==> config.mk <==
export PLATFORM = sky130hd
export DESIGN_NAME = router_reg_flat
export DESIGN_NICKNAME = d
export VERILOG_FILES = /design/src/rtl/router_pkg.sv /design/src/rtl/router_reg_if.sv /design/src/rtl/router_reg.sv /design/src/flat_wrapper.sv
export SDC_FILE = /design/constraint.sdc
export NUM_CORES = 1
export LEC_CHECK = 0
export CAP_MARGIN = 20
export CORE_ASPECT_RATIO = 0.5
export CORE_MARGIN = 5
export CORE_UTILIZATION = 48
export CTS_CLUSTER_SIZE = 20
export DETAILED_ROUTE_END_ITERATION = 7
export HOLD_SLACK_MARGIN = 0.05
export PLACE_DENSITY = 0.74
export SYNTH_ARGS = -nofsm -noshare
export SYNTH_HDL_FRONTEND = slang
export SYNTH_SLANG_ARGS = --single-unit
==> constraint.sdc <==
create_clock -name clock -period 1.1 [get_ports clock]
set_input_delay 0.22 -clock clock [delete_from_list [all_inputs] [get_ports clock]]
set_output_delay 0.22 -clock clock [all_outputs]
set_load 0.005 [all_outputs]
==> src/rtl/router_pkg.sv <==
// Shared definitions for the 1x3 router: datapath widths, header field
// helpers and the router FSM state encoding.
package router_pkg;

  localparam int unsigned BYTE_W = 8;
  localparam int unsigned ADDR_W = 2;
  localparam int unsigned LEN_W  = BYTE_W - ADDR_W;

  localparam logic [ADDR_W-1:0] ADDR_INVALID = 2'b11;

  typedef enum logic [2:0] {
    DECODE_ADDRESS,
    LOAD_FIRST_DATA,
    LOAD_DATA,
    WAIT_TILL_EMPTY,
    FIFO_FULL_STATE,
    LOAD_AFTER_FULL,
    LOAD_PARITY,
    CHECK_PARITY_ERROR
  } router_state_e;

  // Header layout: {len[LEN_W-1:0], addr[ADDR_W-1:0]}
  function automatic logic [ADDR_W-1:0] hdr_addr(input logic [BYTE_W-1:0] hdr);
    return hdr[ADDR_W-1:0];
  endfunction

  function automatic logic [LEN_W-1:0] hdr_len(input logic [BYTE_W-1:0] hdr);
    return hdr[BYTE_W-1:ADDR_W];
  endfunction

endpackage

==> src/rtl/router_reg_if.sv <==
// Byte datapath bus between the router FSM/input port and router_reg.
interface router_reg_if;
  import router_pkg::*;

  logic              pkt_valid;
  logic [BYTE_W-1:0] data_in;
  logic              fifo_full;
  logic              rst_int_reg;
  logic              detect_add;
  logic              ld_state;
  logic              laf_state;
  logic              full_state;
  logic              lfd_state;
  logic              parity_done;
  logic              low_pkt_valid;
  logic              err;
  logic [BYTE_W-1:0] dout;

  // Source side: input port plus FSM strobes
  modport master (
    output pkt_valid, data_in, fifo_full, rst_int_reg,
           detect_add, ld_state, laf_state, full_state, lfd_state,
    input  parity_done, low_pkt_valid, err, dout
  );

  // Register stage side
  modport slave (
    input  pkt_valid, data_in, fifo_full, rst_int_reg,
           detect_add, ld_state, laf_state, full_state, lfd_state,
    output parity_done, low_pkt_valid, err, dout
  );

endinterface

==> src/rtl/router_reg.sv <==
// Router datapath register stage: header latch, FIFO write byte, one-byte
// hold while the FIFO is full, and running XOR parity check.
module router_reg
  import router_pkg::*;
(
  input logic          clock,
  input logic          resetn,
  router_reg_if.slave  bus
);

  logic [BYTE_W-1:0] header_reg;
  logic [BYTE_W-1:0] full_byte_reg;
  logic [BYTE_W-1:0] int_parity;
  logic [BYTE_W-1:0] pkt_parity;

  // Capture the header byte unless it addresses the non-existent port 3
  always_ff @(posedge clock or posedge resetn) begin
    if (resetn)
      header_reg <= '0;
    else if (bus.detect_add && bus.pkt_valid && hdr_addr(bus.data_in) != ADDR_INVALID)
      header_reg <= bus.data_in;
  end

  // FIFO write-data bus: header, live payload, or the byte held while full
  always_ff @(posedge clock or posedge resetn) begin
    if (resetn)
      bus.dout <= '0;
    else if (bus.lfd_state)
      bus.dout <= header_reg;
    else if (bus.ld_state && !bus.fifo_full)
      bus.dout <= bus.data_in;
    else if (bus.laf_state)
      bus.dout <= full_byte_reg;
  end

  // Hold the byte that arrived while the FIFO was full
  always_ff @(posedge clock or posedge resetn) begin
    if (resetn)
      full_byte_reg <= '0;
    else if (bus.ld_state && bus.fifo_full)
      full_byte_reg <= bus.data_in;
  end

  // Running parity over header and payload; the trailing parity byte is kept apart
  always_ff @(posedge clock or posedge resetn) begin
    if (resetn) begin
      int_parity <= '0;
      pkt_parity <= '0;
    end else begin
      if (bus.detect_add)
        int_parity <= '0;
      else if (bus.lfd_state)
        int_parity <= int_parity ^ header_reg;
      else if (bus.ld_state && bus.pkt_valid && !bus.full_state)
        int_parity <= int_parity ^ bus.data_in;

      if (bus.detect_add)
        pkt_parity <= '0;
      else if (bus.ld_state && !bus.pkt_valid)
        pkt_parity <= bus.data_in;
    end
  end

  // End-of-packet status: pkt_valid drop, parity captured, parity error
  always_ff @(posedge clock or posedge resetn) begin
    if (resetn) begin
      bus.low_pkt_valid <= 1'b0;
      bus.parity_done   <= 1'b0;
      bus.err           <= 1'b0;
    end else begin
      if (bus.rst_int_reg)
        bus.low_pkt_valid <= 1'b0;
      else if (bus.ld_state && !bus.pkt_valid)
        bus.low_pkt_valid <= 1'b1;

      // When the parity byte lands on a full FIFO, completion is deferred
      // to the first LOAD_AFTER_FULL edge that sees low_pkt_valid.
      if (bus.detect_add)
        bus.parity_done <= 1'b0;
      else if ((bus.ld_state && !bus.fifo_full && !bus.pkt_valid) ||
               (bus.laf_state && bus.low_pkt_valid && !bus.parity_done))
        bus.parity_done <= 1'b1;

      if (bus.detect_add)
        bus.err <= 1'b0;
      else if (bus.parity_done)
        bus.err <= (int_parity != pkt_parity);
    end
  end

endmodule

==> src/flat_wrapper.sv <==
// flat-port wrapper written by rule: the top's interface ports become plain ports
module router_reg_flat import router_pkg::*;
  (clock, resetn, bus_pkt_valid, bus_data_in, bus_fifo_full, bus_rst_int_reg, bus_detect_add, bus_ld_state, bus_laf_state, bus_full_state, bus_lfd_state, bus_parity_done, bus_low_pkt_valid, bus_err, bus_dout);
  router_reg_if bus_i ();
  input logic clock;
  input logic resetn;
  input wire logic [$bits(bus_i.pkt_valid)-1:0] bus_pkt_valid;
  input wire logic [$bits(bus_i.data_in)-1:0] bus_data_in;
  input wire logic [$bits(bus_i.fifo_full)-1:0] bus_fifo_full;
  input wire logic [$bits(bus_i.rst_int_reg)-1:0] bus_rst_int_reg;
  input wire logic [$bits(bus_i.detect_add)-1:0] bus_detect_add;
  input wire logic [$bits(bus_i.ld_state)-1:0] bus_ld_state;
  input wire logic [$bits(bus_i.laf_state)-1:0] bus_laf_state;
  input wire logic [$bits(bus_i.full_state)-1:0] bus_full_state;
  input wire logic [$bits(bus_i.lfd_state)-1:0] bus_lfd_state;
  output wire logic [$bits(bus_i.parity_done)-1:0] bus_parity_done;
  output wire logic [$bits(bus_i.low_pkt_valid)-1:0] bus_low_pkt_valid;
  output wire logic [$bits(bus_i.err)-1:0] bus_err;
  output wire logic [$bits(bus_i.dout)-1:0] bus_dout;
  assign bus_i.pkt_valid = bus_pkt_valid;
  assign bus_i.data_in = bus_data_in;
  assign bus_i.fifo_full = bus_fifo_full;
  assign bus_i.rst_int_reg = bus_rst_int_reg;
  assign bus_i.detect_add = bus_detect_add;
  assign bus_i.ld_state = bus_ld_state;
  assign bus_i.laf_state = bus_laf_state;
  assign bus_i.full_state = bus_full_state;
  assign bus_i.lfd_state = bus_lfd_state;
  assign bus_parity_done = bus_i.parity_done;
  assign bus_low_pkt_valid = bus_i.low_pkt_valid;
  assign bus_err = bus_i.err;
  assign bus_dout = bus_i.dout;
  router_reg u_core (.clock(clock), .resetn(resetn), .bus(bus_i));
endmodule
* Word-level counts from Yosys, hierarchy flattened
Cells that the tools add are included.
Word-level totals: bits in latches 0, bits in read-only memories 0, word-level logic and storage cells 47, bits in writable memories 0, bits in registers 43, bits of input ports 18, memories 0
Cells by class: equal/unequal tests 2, shift operators 0, mux-type cells 14, divide/modulo/power cells 0, order comparisons 0, add/sub/neg operators 0, bitwise operators 2, multiply operators 0, reduce and logical (&&, ||, !) cells 21
Operators by type and width (count):
- two-way mux 8 bit | 8
- bitwise XOR 8 bit | 2
- logical AND 1 bit | 10
- inequality test 8 bit | 1
- nonzero test 2 bit | 4
- two-way mux 1 bit | 6
- nonzero test 3 bit | 2
- zero test 1 bit | 4
- inequality test 2 bit (second input constant) | 1
- logical OR 1 bit | 1

* Longest topological paths before layout
depth after elaboration 6, gate-level depth with buffers 6, depth with buffers taken out 4

* Least setup slack after synthesis
OpenSTA, ideal clock, no wires.
kind input port to flip-flop, from input port bus_detect_add, to register u_core.int_parity[5], required time 0.968 ns, setup time 0.132 ns, stages 5, path slack -0.001 ns, buffers on the path 1, arrival 0.969 ns, cell sequence buf_2 nor2_1 a21oi_1 xnor2_1 nor2_1
On the way: word-level cells in the longest chain between the ends 1, elaborated cells on any way between the ends 2, those cells by class mux (1); reduce/logical (1)
Ends and longest elaborated chain:
- from (decl) | line flat_wrapper.sv:11 | input wire logic [$bits(bus_i.detect_add)-1:0] bus_detect_add;
- nonzero test 3 bit (no source line) or two-way mux 8 bit (tied branches)
- to (signal assigned) | line router_reg.sv:53 | int_parity <= int_parity ^ header_reg;
- to (signal assigned) | line router_reg.sv:55 | int_parity <= int_parity ^ bus.data_in;
- to (decl) | line router_reg.sv:13 | logic [BYTE_W-1:0] int_parity;
Several ways; a longest one is shown, not always the timed one. A chain may end at the register's enable or synchronous reset.

* Worst setup path in the final report
from register u_core.int_parity[7], to register u_core.bus.err
On the way: word-level cells in the longest chain between the ends 3
Ends and longest elaborated chain:
- inequality test 8 bit | line router_reg.sv:87 | bus.err <= (int_parity != pkt_parity);
- two-way mux 1 bit | line router_reg.sv:86 | else if (bus.parity_done)
- two-way mux 1 bit | line router_reg.sv:84 | if (bus.detect_add)
- to (signal assigned) | line router_reg.sv:87
- to (decl) | line router_reg_if.sv:30 | output parity_done, low_pkt_valid, err, dout
No other way between the ends. The select of a mux whose other input is x is not followed.

==> impl_metrics.toml <==
[grt]
grt_overflow = 0
grt_max_degree = 44
grt_pass1_vias = 1796
grt_use_total_pct = 20.1
grt_pass1_wl_um = 8830
antenna_found_initial = 0

[cells_and_area]
antennaDiodeCount = 0
final_common_cell = "buf_4"
nNetsFinal = 285
layout-drive-gt1-share_pct = 39.0
stdcell_count = 321
fillers = 254
final_cell_area_um2 = 2900
area_delta_synth_final_pct = 42.8
final_cell_mix = "buf_4 (47), dfrtp_1 (43), nand2_1 (26)"

[status]
status = "finished, violations left"
violations = "setup timing"

[floorplanning]
dieArea_um2 = 5710
io_pins = 29
core_um2 = 3980
std_cell_rows = 16
start_util_pct = 50.9
fp.dieH_um = 56.0
die_x_um = 102

[yosys]
syn-num-nets = 207
synth_area_leaders = "dfrtp_1 (53%), mux2_2 (7.8%), a21oi_1 (5.9%), xnor2_1 (5.6%), nand2_1 (4.8%)"
synthArstFlopShare_pct = 100
synth_cell_type_count = 26
yosys.area.top_type_share_pct = 53.0
ys_warn_count = 0
yosysTopAreaCell = "dfrtp_1"
syn_inst = 189
synth-seq-cells = 43
syn_avg_cell_area_um2 = 10.7
yosysSeqAreaShare_pct = 53.0
ys.flop_type = "dfrtp_1"
syn_area_um2 = 2030
synth_edf_count = 0

[timing]
rsz0062_at_grt = "yes"
fin_crit_sh_pct = 103
final.setup.worst_slack_ns = -0.0369
finalSetupViolations = 1
fin_crit_ns = 1.14
worst_slew_pin_slew_ns = 0.307
fmax_ghz = 0.880
slew_violations = 0
finalClockSkew_ns = 0.00839
relSlewSlack_pct = 79.0
hold_viol = 0

[critical_path]
reg2reg_slack_ns = -0.04
ff2ff_path_depth = 4
start_kind = "register"
r2r-end = "u_core.bus.err"
reg2reg_from = "u_core.int_parity[7]"
path_class = "reg2reg"
cp_max_fo = 2
cp.arrival_ns = 1.30
crit_path_start = "u_core.int_parity[7]"
cp-end-kind = "register"
worstPathRequired_ns = 1.27
cp-endpoint = "u_core.bus.err"

[placement]
preCtsSetupSlack_ns = -0.562
gp_congestion = 0.842
dpl_cell_area_um2 = 2680
dp.cells = 305
port_buffers = 28
dp_hpwl_um = 3830

[power_and_ir_drop]
ir_drop_mv = 0.737
p_int_mw = 2.89
power_switching_mw = 1.17
combPwrFrac_pct = 26.1
leakage_nw = 1.37
power.share.clock_pct = 25.6
p_sw_share_pct = 28.8
power_density_nw_per_um2 = 1400
power_frac_seq_pct = 48.3

[run]
maxCapViolCount = 0

[detailed_routing]
drt_iter0_drc = 104
drtAntennaViolNets = 0
via_per_inst = 5.49
drt-total-wl_um = 5500
drc = 0
wl_per_cell_um = 17.1
num_vias = 1761
firstDrtPassIters = 5

[clocking]
postCtsHoldBufs = 0
path_clk_slew_ns = 0.08
cts_tree = "done"
cts_made_buffers = 5
htree_levels = 2
clk_latency_ns = 0.30
cts_root_buffer = "clkbuf_8"
clock-sinks = 43
clock_path_buffers = 2

[worst_hold_path]
hold_path_class = "in2reg"
kinds of logic after synthesis:
logic type,share of synthesized area (%)
DFF,53.0
and+or+nand+nor,13.7
xor gates and xnor gates,6.91
muxes,11.7
AOI/OAI and AO/OA,11.0
buffers and inverters,3.64
synthesized netlist by cell type, types with 2 or more instances:
| master | count |
|---|---|
| xor2_1 | 3 |
| nand2_1 | 26 |
| nor2_1 | 20 |
| xnor2_1 | 13 |
| a21oi_1 | 24 |
| mux2_2 | 14 |
| buf_2 | 4 |
| nor2b_1 | 2 |
| a221o_1 | 8 |
| nand3_1 | 8 |
| nand2b_1 | 2 |
| dfrtp_1 | 43 |
| mux2i_1 | 8 |
| clkbuf_1 | 2 |
power by group through the flow:
stage | Clock [mW] | Combinational (mW) | Sequential (mW)
6_report | 1.04 | 1.06 | 1.96
5_1_grt | 1.13 | 1.15 | 1.98
4_1_cts | 1.04 | 1.05 | 1.95
3_5_place_dp | 0 | 0.990 | 1.98
3_3_place_gp | 0 | 0.952 | 1.97
2_1_floorplan | 0 | 0.501 | 1.95
metal layers:
| metal | global-route usage, % | vias to the layer above | part of all wire (%) |
|---|---|---|---|
| li1 | - | 810 | - |
| met3 | 4.51 | 13 | 5.3 |
| met1 | 28.1 | 866 | 46 |
| met2 | 31.3 | 72 | 47 |
| met4 | 5.98 | 0 | 2.0 |
| met5 | 0 | - | 0 |
critical path, stage by stage, from the launching register on:
cell	delay (ns)
dfrtp_1	0.40
xnor2_1	0.18
nand4_1	0.13
nor4_2	0.17
a311oi_1	0.12
layout make-up:
class / instances / area, um2 / area share, %
flip-flops and latches: 43 / 1080 / 37.1
clock buffers: 6 / 82.6 / 2.85
well taps: 54 / 67.6 / 2.33
repair buffers: 81 / 689 / 23.8
clock inverters: 1 / 5.00 / 0.173
inverters: 1 / 7.51 / 0.259
multi-input cells: 135 / 970 / 33.5
repair_timing:
action                                  CTS  global route
buffers inserted                          8             0
resized for setup                        70            11
pin swaps                                 5             6
gates cloned                              1             0
endpoints found under the setup margin   51            11
how the worst min path moves through the flow:
stage	end	start	cells past startpoint
2_1_floorplan	u_core.bus.dout[0]	resetn	1
3_3_place_gp	u_core.full_byte_reg[2]	u_core.full_byte_reg[2]	1
3_5_place_dp	u_core.full_byte_reg[4]	u_core.full_byte_reg[4]	1
4_1_cts	u_core.int_parity[0]	resetn	3
5_1_grt	u_core.pkt_parity[3]	bus_data_in[3]	3
6_report	u_core.pkt_parity[3]	bus_data_in[3]	3
stage by stage:
step / power (mW) / hold slack (ns) / setup TNS [ns] / util (%)
after floorplan: 2.45 / 0.218 / 0 / -
after global placement: 2.92 / 0.493 / -17.60 / 67.3
after detailed placement: 2.97 / 0.493 / -18.77 / 67.3
after CTS: 4.04 / 0.347 / -0.0883 / 72.3
after global routing: 4.26 / 0.298 / -0.174 / 72.7
final: 4.06 / 0.284 / -0.0369 / 72.7
Power figures use the tool's default switching activity.
